File: src/rtl/mul_div_unit.sv
// Iterative multiply/divide unit: shift-add multiply and restoring divide on
// operand magnitudes, one bit per cycle, with a single sign-fix-up cycle.
//
// state | meaning
// IDLE  | waiting for a legal start
// ITER  | BITS magnitude iterations, one bit per cycle
// FIX   | apply result signs, register RZVal and div_by_zero
// DONE  | result valid for one cycle; a legal start here goes straight to ITER
module mul_div_unit #(
  parameter int BITS = 32,
  parameter int CNTW = $clog2(BITS) + 1
) (
  input  logic                Clock,
  input  logic                reset,
  input  logic                start,
  input  logic                MUL,
  input  logic                DIV,
  input  logic                signed_mode,
  input  logic [BITS-1:0]     A,
  input  logic [BITS-1:0]     B,
  output logic                busy,
  output logic                done,
  output logic                div_by_zero,
  output logic [2*BITS-1:0]   RZVal
);

  typedef enum logic [1:0] {S_IDLE, S_ITER, S_FIX, S_DONE} state_t;

  state_t state, state_nx;

  logic              accept;
  logic              op_div;
  logic              neg_lo;
  logic              neg_hi;
  logic              dz;
  logic [CNTW-1:0]   cnt;
  logic [BITS-1:0]   opnd;
  logic [2*BITS-1:0] acc;
  logic [BITS-1:0]   mag_a;
  logic [BITS-1:0]   mag_b;
  logic [BITS:0]     mul_sum;
  logic [2*BITS-1:0] mul_next;
  logic [BITS:0]     div_shift;
  logic [BITS:0]     div_diff;
  logic              div_ok;
  logic [2*BITS-1:0] div_next;
  logic [2*BITS-1:0] fix_val;

  assign accept = start && (MUL ^ DIV) && ((state == S_IDLE) || (state == S_DONE));

  always_ff @(posedge Clock or posedge reset) begin
    if (reset) state <= S_IDLE;
    else       state <= state_nx;
  end

  always_comb begin
    state_nx = state;
    case (state)
      S_IDLE: if (accept) state_nx = S_ITER;
      S_ITER: if (cnt == CNTW'(BITS - 1)) state_nx = S_FIX;
      S_FIX:  state_nx = S_DONE;
      S_DONE: state_nx = accept ? S_ITER : S_IDLE;
      default: state_nx = S_IDLE;
    endcase
  end

  always_comb begin
    busy = (state == S_ITER) || (state == S_FIX);
    done = (state == S_DONE);
  end

  always_comb begin
    mag_a = (signed_mode && A[BITS-1]) ? (~A + 1'b1) : A;
    mag_b = (signed_mode && B[BITS-1]) ? (~B + 1'b1) : B;
  end

  // acc holds {hi, multiplier} for MUL and {remainder, dividend} for DIV;
  // both shift right/left by one bit per iteration.
  always_comb begin
    mul_sum   = {1'b0, acc[2*BITS-1:BITS]} + (acc[0] ? {1'b0, opnd} : '0);
    mul_next  = {mul_sum, acc[BITS-1:1]};
    div_shift = acc[2*BITS-1:BITS-1];
    div_diff  = div_shift - {1'b0, opnd};
    div_ok    = !div_diff[BITS];
    div_next  = {(div_ok ? div_diff[BITS-1:0] : div_shift[BITS-1:0]),
                 acc[BITS-2:0], div_ok};
  end

  // Divide by zero naturally leaves |A| in the remainder, so only LO needs forcing.
  always_comb begin
    fix_val = acc;
    if (!op_div) begin
      if (neg_lo) fix_val = ~acc + 1'b1;
    end else begin
      fix_val[BITS-1:0] = dz ? '1 :
                          (neg_lo ? (~acc[BITS-1:0] + 1'b1) : acc[BITS-1:0]);
      fix_val[2*BITS-1:BITS] = neg_hi ? (~acc[2*BITS-1:BITS] + 1'b1)
                                      : acc[2*BITS-1:BITS];
    end
  end

  always_ff @(posedge Clock or posedge reset) begin
    if (reset) begin
      op_div      <= 1'b0;
      neg_lo      <= 1'b0;
      neg_hi      <= 1'b0;
      dz          <= 1'b0;
      cnt         <= '0;
      opnd        <= '0;
      acc         <= '0;
      RZVal       <= '0;
      div_by_zero <= 1'b0;
    end else begin
      if (accept) begin
        op_div <= DIV;
        opnd   <= DIV ? mag_b : mag_a;
        acc    <= {{BITS{1'b0}}, (DIV ? mag_a : mag_b)};
        neg_lo <= signed_mode && (A[BITS-1] ^ B[BITS-1]);
        neg_hi <= signed_mode && DIV && A[BITS-1];
        dz     <= DIV && (B == '0);
        cnt    <= '0;
      end else if (state == S_ITER) begin
        acc <= op_div ? div_next : mul_next;
        cnt <= cnt + 1'b1;
      end
      if (state == S_FIX) begin
        RZVal       <= fix_val;
        div_by_zero <= dz;
      end
    end
  end

endmodule

File: config.mk
export PLATFORM = sky130hd
export DESIGN_NAME = mul_div_unit
export DESIGN_NICKNAME = d
export VERILOG_FILES = /design/src/rtl/mul_div_unit.sv
export SDC_FILE = /design/constraint.sdc
export NUM_CORES = 1
export LEC_CHECK = 0
export CAP_MARGIN = 20
export CORE_MARGIN = 2
export CORE_UTILIZATION = 50
export DETAILED_ROUTE_END_ITERATION = 7
export PLACE_DENSITY = 0.71
export SYNTH_ARGS = -nofsm -noshare
export SYNTH_HDL_FRONTEND = slang
export SYNTH_SLANG_ARGS = --single-unit
File: constraint.sdc
create_clock -name Clock -period 6.4 [get_ports Clock]
set_clock_uncertainty 0.1 [all_clocks]
set_input_delay 1.28 -clock Clock [delete_from_list [all_inputs] [get_ports Clock]]
set_output_delay 1.28 -clock Clock [all_outputs]
set_load 0.02 [all_outputs]
# [Yosys cells after proc, flatten, opt, wreduce, memory -nomap -nowiden]
# Index checks and enable logic that the tools add are counted.
[totals] regBits=173 in_bits=70 out_inout_bits=67 elab_cells=66
[classes] n_addsub=8 n_eq_ne=6 n_mux=20 bitwise=7 reduce_logical=15
[op_table] cell="64-bit 2-to-1 mux" count=5
[op_table] cell="32-bit 2-to-1 mux" count=9
[op_table] cell="32-bit by 1-bit adder with 32-bit output, second input constant" count=4
[op_table] cell="32-bit NOT" count=4
[op_table] cell="64-bit by 1-bit adder with 64-bit output, second input constant" count=1
[op_table] cell="64-bit NOT" count=1
[op_table] cell="32-bit by 32-bit adder with 33-bit output" count=1
[op_table] cell="33-bit by 32-bit subtractor with 33-bit output" count=1
[op_table] cell="32-bit logical NOT" count=1
[op_table] cell="6-bit 2-to-1 mux" count=2
[op_table] cell="1-bit logical AND" count=8
[op_table] cell="2-bit case mux with 4 select lines" count=1
[op_table] cell="6-bit by 1-bit adder with 6-bit output, second input constant" count=1
[op_table] cell="6-bit by 5-bit == test with 1-bit output, second input constant" count=1
[op_table] cell="2-bit == test, second input constant" count=2
[op_table] cell="2-bit 2-to-1 mux" count=2
[op_table] cell="2-bit != test, second input constant" count=2
[op_table] cell="2-bit by 1-bit == test with 1-bit output, second input constant" count=1
[op_table] cell="2-bit logical NOT" count=1
[op_table] cell="1-bit logical OR" count=2
[op_table] cell="2-bit AND reduction" count=1
[op_table] cell="2-bit nonzero test" count=1
[op_table] cell="1-bit bitwise XOR" count=2
[op_table] cell="1-bit logical NOT" count=1
[op_table] cell="1-bit 2-to-1 mux" count=1

# [Depth between registers and ports, before layout]
[depth] depth_word=5 mapped_depth=16 depth_no_buf=14

# [Least setup slack after synthesis]
# OpenSTA, ideal clock, no wires.
[synth_timing] kind="reg2reg" startpoint="register acc[31]" endpoint="register acc[37]" setup_ns=0.120 arrival_ns=3.382 t_required_ns=6.180 slack_ns=2.798 stages_incl_launch_ff=15 n_path_buf=1 period_less_slack_ns=3.602 path_cell_list="dfrtp_1 -> inv_1 -> ha_1 -> fa_1 -> nor2b_1 -> o31ai_2 -> a21oi_1 -> a211oi_1 -> o31ai_1 -> a211oi_1 -> xnor2_2 -> buf_2 -> mux2i_1 -> a211oi_1 -> a31o_2"
[synth_via] elab_chain_cells=5
[synth_lines] item="start: declaration" line_no="38" text="logic [2*BITS-1:0] acc;"
[synth_lines] item="start signal: assignment" line_no="117" text="acc <= {{BITS{1'b0}}, (DIV ? mag_a : mag_b)};"
[synth_lines] item="start signal: assignment" line_no="123" text="acc <= op_div ? div_next : mul_next;"
[synth_lines] item="33-bit by 32-bit subtractor with 33-bit output" line_no="83" text="div_diff = div_shift - {1'b0, opnd};"
[synth_lines] item="32-bit 2-to-1 mux" line_no="85" text="div_next = {(div_ok ? div_diff[BITS-1:0] : div_shift[BITS-1:0]),"
[synth_lines] item="64-bit 2-to-1 mux" line_no="123"
[synth_lines] item="64-bit 2-to-1 mux" line_no="122" text="end else if (state == S_ITER) begin"
[synth_lines] item="64-bit 2-to-1 mux" line_no="114" text="if (accept) begin"
# No other way between the ends. The select of a mux whose other input is x is not followed.
# A chain may end at the register's enable or synchronous reset.

# [Final worst setup path]
[layout_timing] startpoint="register acc[31]" endpoint="register acc[59]"
# Same word-level chain as after synthesis.

==> key figures <==
Run status
  – Status: complete, no violations

Yosys
  – Top_reg_cell synth: dfrtp_1
  – Post-synthesis mux area share: under 10%
  – Adder-Cell Fraction of Synth Area: ~6.7%
  – Number of library cell types mapped by synthesis: 80
  – Post-synthesis compound-gate area fraction: 22.7%
  – Mapped Area: ~14000 sq um
  – Flops & latches, synth: approximately 170
  – Synth area leaders: dfrtp_1, ha_1, a21oi_1, xor2_1, o21ai_0
  – Count leader, synth: nor2_1
  – Post-synth net total: 1913
  – Top-area cell type share of the netlist area: 30.4%
  – Largest family of logic cells by synthesized area: compound AO/OA/AOI/OAI gates
  – Mapped Cells: 1768
  – Post-synth top cells: nor2_1, a21oi_1, dfrtp_1, nand2_1, o21ai_0
  – EDFF count, synth: 0
  – Simple-gate share of the synthesized area: 17.5%
  – Area leader, netlist: dfrtp_1
  – Fraction of registers with async set or reset after synthesis: 100%
  – Register area share after synthesis: a little under a third
  – Yosys Warn Count: 0
  – XOR/XNOR share of the synthesized area: between 10% and 20%
  – Syn avg cell area: 8.06 sq um

Flow run
  – Max-cap viol count: 0

Final layout
  – Layout cell share with drive strength beyond 1: under 10%
  – # diodes: 0
  – Sequential Area: approximately 4300 sq um
  – Area occupied by multi-input gates: 9270 sq um
  – Area Growth Syn to Fin: 15.8%
  – Nets@finish: around 2.0k
  – Fillcell total: about 2.5k

Routing
  – DRT Pass-1 Iters: 5
  – 1st-iter DRT viols: 1167
  – Final wirelength: 41500 microns
  – Residual DRC count: 0
  – Antenna Nets Post-Route: 0
  – WL/cell: 18.6 microns
  – Via count: 13.3k
  – Avg Vias per Cell: about 6.0

Floorplan
  – Core Box Area: ~28000 sq um
  – Rows: 61
  – DIE AREA: ~30000 sq um
  – Io pins: approximately 140
  – Initial Util: 51.0%
  – Die Span X: approximately 170 microns
  – Die height: around 170 microns

Setup path
  – Critical R2R Launch: acc[31]
  – Crit-path max cell delay: 0.64 ns
  – Critical Path Start Type: flip-flop
  – Critical path buffers and inverters: 2
  – WP data arrival: roughly 5 ns
  – Critical path endpoint category: flip-flop
  – Crit-path leading delay family: compound AO/OA/AOI/OAI gates
  – WS Path Type: flip-flop to flip-flop
  – Critical path peak fanout: 33
  – Crit path cell chain: inv_1 -> ha_1 -> fa_1 -> nor2b_1 -> o31ai_2 -> a21oi_1 -> a211oi_1 -> o31ai_1 -> a211oi_1 -> xnor2_4 -> buf_4 -> mux2_2 -> a22oi_1 -> o21ai_0
  – Most used cell, CP: a211oi_1
  – WP data required: 6.59 ns
  – Worst setup startpoint: acc[31]
  – Crit-path slowest cell: o31ai_1

Global route
  – Pin count of the biggest net entering global routing: between 100 and 150
  – First-pass GRT wire length: around 67000 microns
  – Initial antenna violation count: 0
  – Vias in the first global route: 12.6k
  – Grt ovf: 0
  – Total track usage: roughly 28%

Pwr
  – Power Dens Cells: between 500 and 600 nW/um^2
  – LEAKAGE: about 7.1 nW
  – VDD IR max: about 380 uV

Timing
  – Rel. slew slack: around a third
  – Setup-failing EPs final: 0
  – RSZ-0062 raised after global routing: no
  – Worst hold margin: just under 0.4 ns
  – Fin crit period: 4.82 ns
  – Period utilisation layout: between 70 and 80%
  – Max Transition Viols Final: 0
  – Slew @ Worst Pin: around 1.0 ns
  – TNS Setup: 0 ns
  – Final Hold Viols: 0
  – Highest Clock Rate: ~0.21 GHz

CTS
  – # Post-CTS Setup Buffers: 0
  – TritonCTS Buffers: 17
  – H-tree Lvls: 4
  – Clock transition at path regs: roughly 0.080 ns
  – Clock Tree Buf Depth: 2
  – # clock sinks: approximately 170
  – CTS resizes: 0
  – Hold_buf cts: 0
  – Clock root buffer: clkbuf_16
  – Worst-skew pair later-pin latency: ~0.44 ns
  – CTS tree: done

Place
  – Final Wtd Congestion: between 0.9 and 1
  – Port Buffers: 136
  – HPWL Detailed: between 30000 and 40000 microns

Min path
  – Worst min-delay path category: flip-flop to flip-flop
  – Min-delay src: opnd[10]
where the power goes:
group	total [W]	internal [W]	switching, W
clock	0.00109	0.000542	0.000552
combinational	0.00589	0.00252	0.00338
sequential	0.00226	0.00160	0.000657
worst min-delay path: cells and delay by family (launching register included):
kind,cells,cell delay [ns]
compound gates,1,0.06
flops,1,0.35
simple gates,1,0.05
final timing paths:
kind	endpoint	slack, ns	cells past startpoint
worst max-delay path	acc[59]	1.58	14
worst min-delay path	opnd[10]	0.39	2
worst max register to register	acc[59]	1.58	14
worst min register to register	opnd[10]	0.39	2
max in group asynchronous	opnd[26]	3.82	3
min in group asynchronous	RZVal[13]	1.32	2
registers in the layout, indices dropped and copies added (netlist names):
name,flops
state,2
neg_lo,1
cnt,6
opnd,32
dz,1
RZVal,64
op_div,1
neg_hi,1
div_by_zero,1
acc,64
area by class of cell:
type,count,share of cell area (%)
well taps,378,2.87
clock inverters,15,1.31
repair buffers,153,9.18
multi-input cells,1427,56.2
inverters,69,1.60
clock buffers,17,2.58
flip-flops and latches,173,26.3
cell usage in the layout, fill, tap and decap left out, types with 14 or more instances in the layout:
master / instances
a21o_1: 17
a21oi_1: 182
a22oi_1: 16
a31oi_1: 14
buf_4: 16
clkbuf_16: 17
clkdlybuf4s50_1: 135
dfrtp_1: 172
ha_1: 72
inv_1: 67
mux2_2: 33
mux2i_1: 59
nand2_1: 166
nand3_1: 20
nor2_1: 193
nor2b_1: 18
nor3_1: 28
nor4_1: 18
o211ai_1: 41
o21ai_0: 161
o31ai_1: 22
xnor2_1: 78
xor2_1: 100
stage by stage:
step | cells | setup WS [ns] | cell area, sq um | total power, W | util (%)
floorplan | 1768 | 0.332 | 14200 | 0.00640 | -
global placement | 2198 | 1.81 | 15800 | 0.00795 | 56.6
detailed placement | 2198 | 1.69 | 15800 | 0.00805 | 56.6
CTS | 2230 | 1.63 | 16400 | 0.00919 | 58.9
global route | 2232 | 1.32 | 16500 | 0.00997 | 59.0
finish | 2232 | 1.58 | 16500 | 0.00925 | 59.0
kinds of logic (layout without fill, tap and decap cells):
group	Yosys count	after routing
buffers and inverters	168	254
AND/OR/NAND/NOR	540	540
multiplexers	94	94
adder cells (fa/ha/maj)	75	75
AO/OA/AOI/OAI	539	539
flip-flops	173	173
XOR/XNOR	179	179
routing by layer:
metal	share of wire (%)	vias up	global-route usage (%)
li1	-	6435	-
met1	46	6252	39.7
met2	43	541	41.6
met3	7.9	71	4.33
met4	3.3	0	10.4
met5	0	-	0
Note: power is estimated with default switching activity, not from simulation.
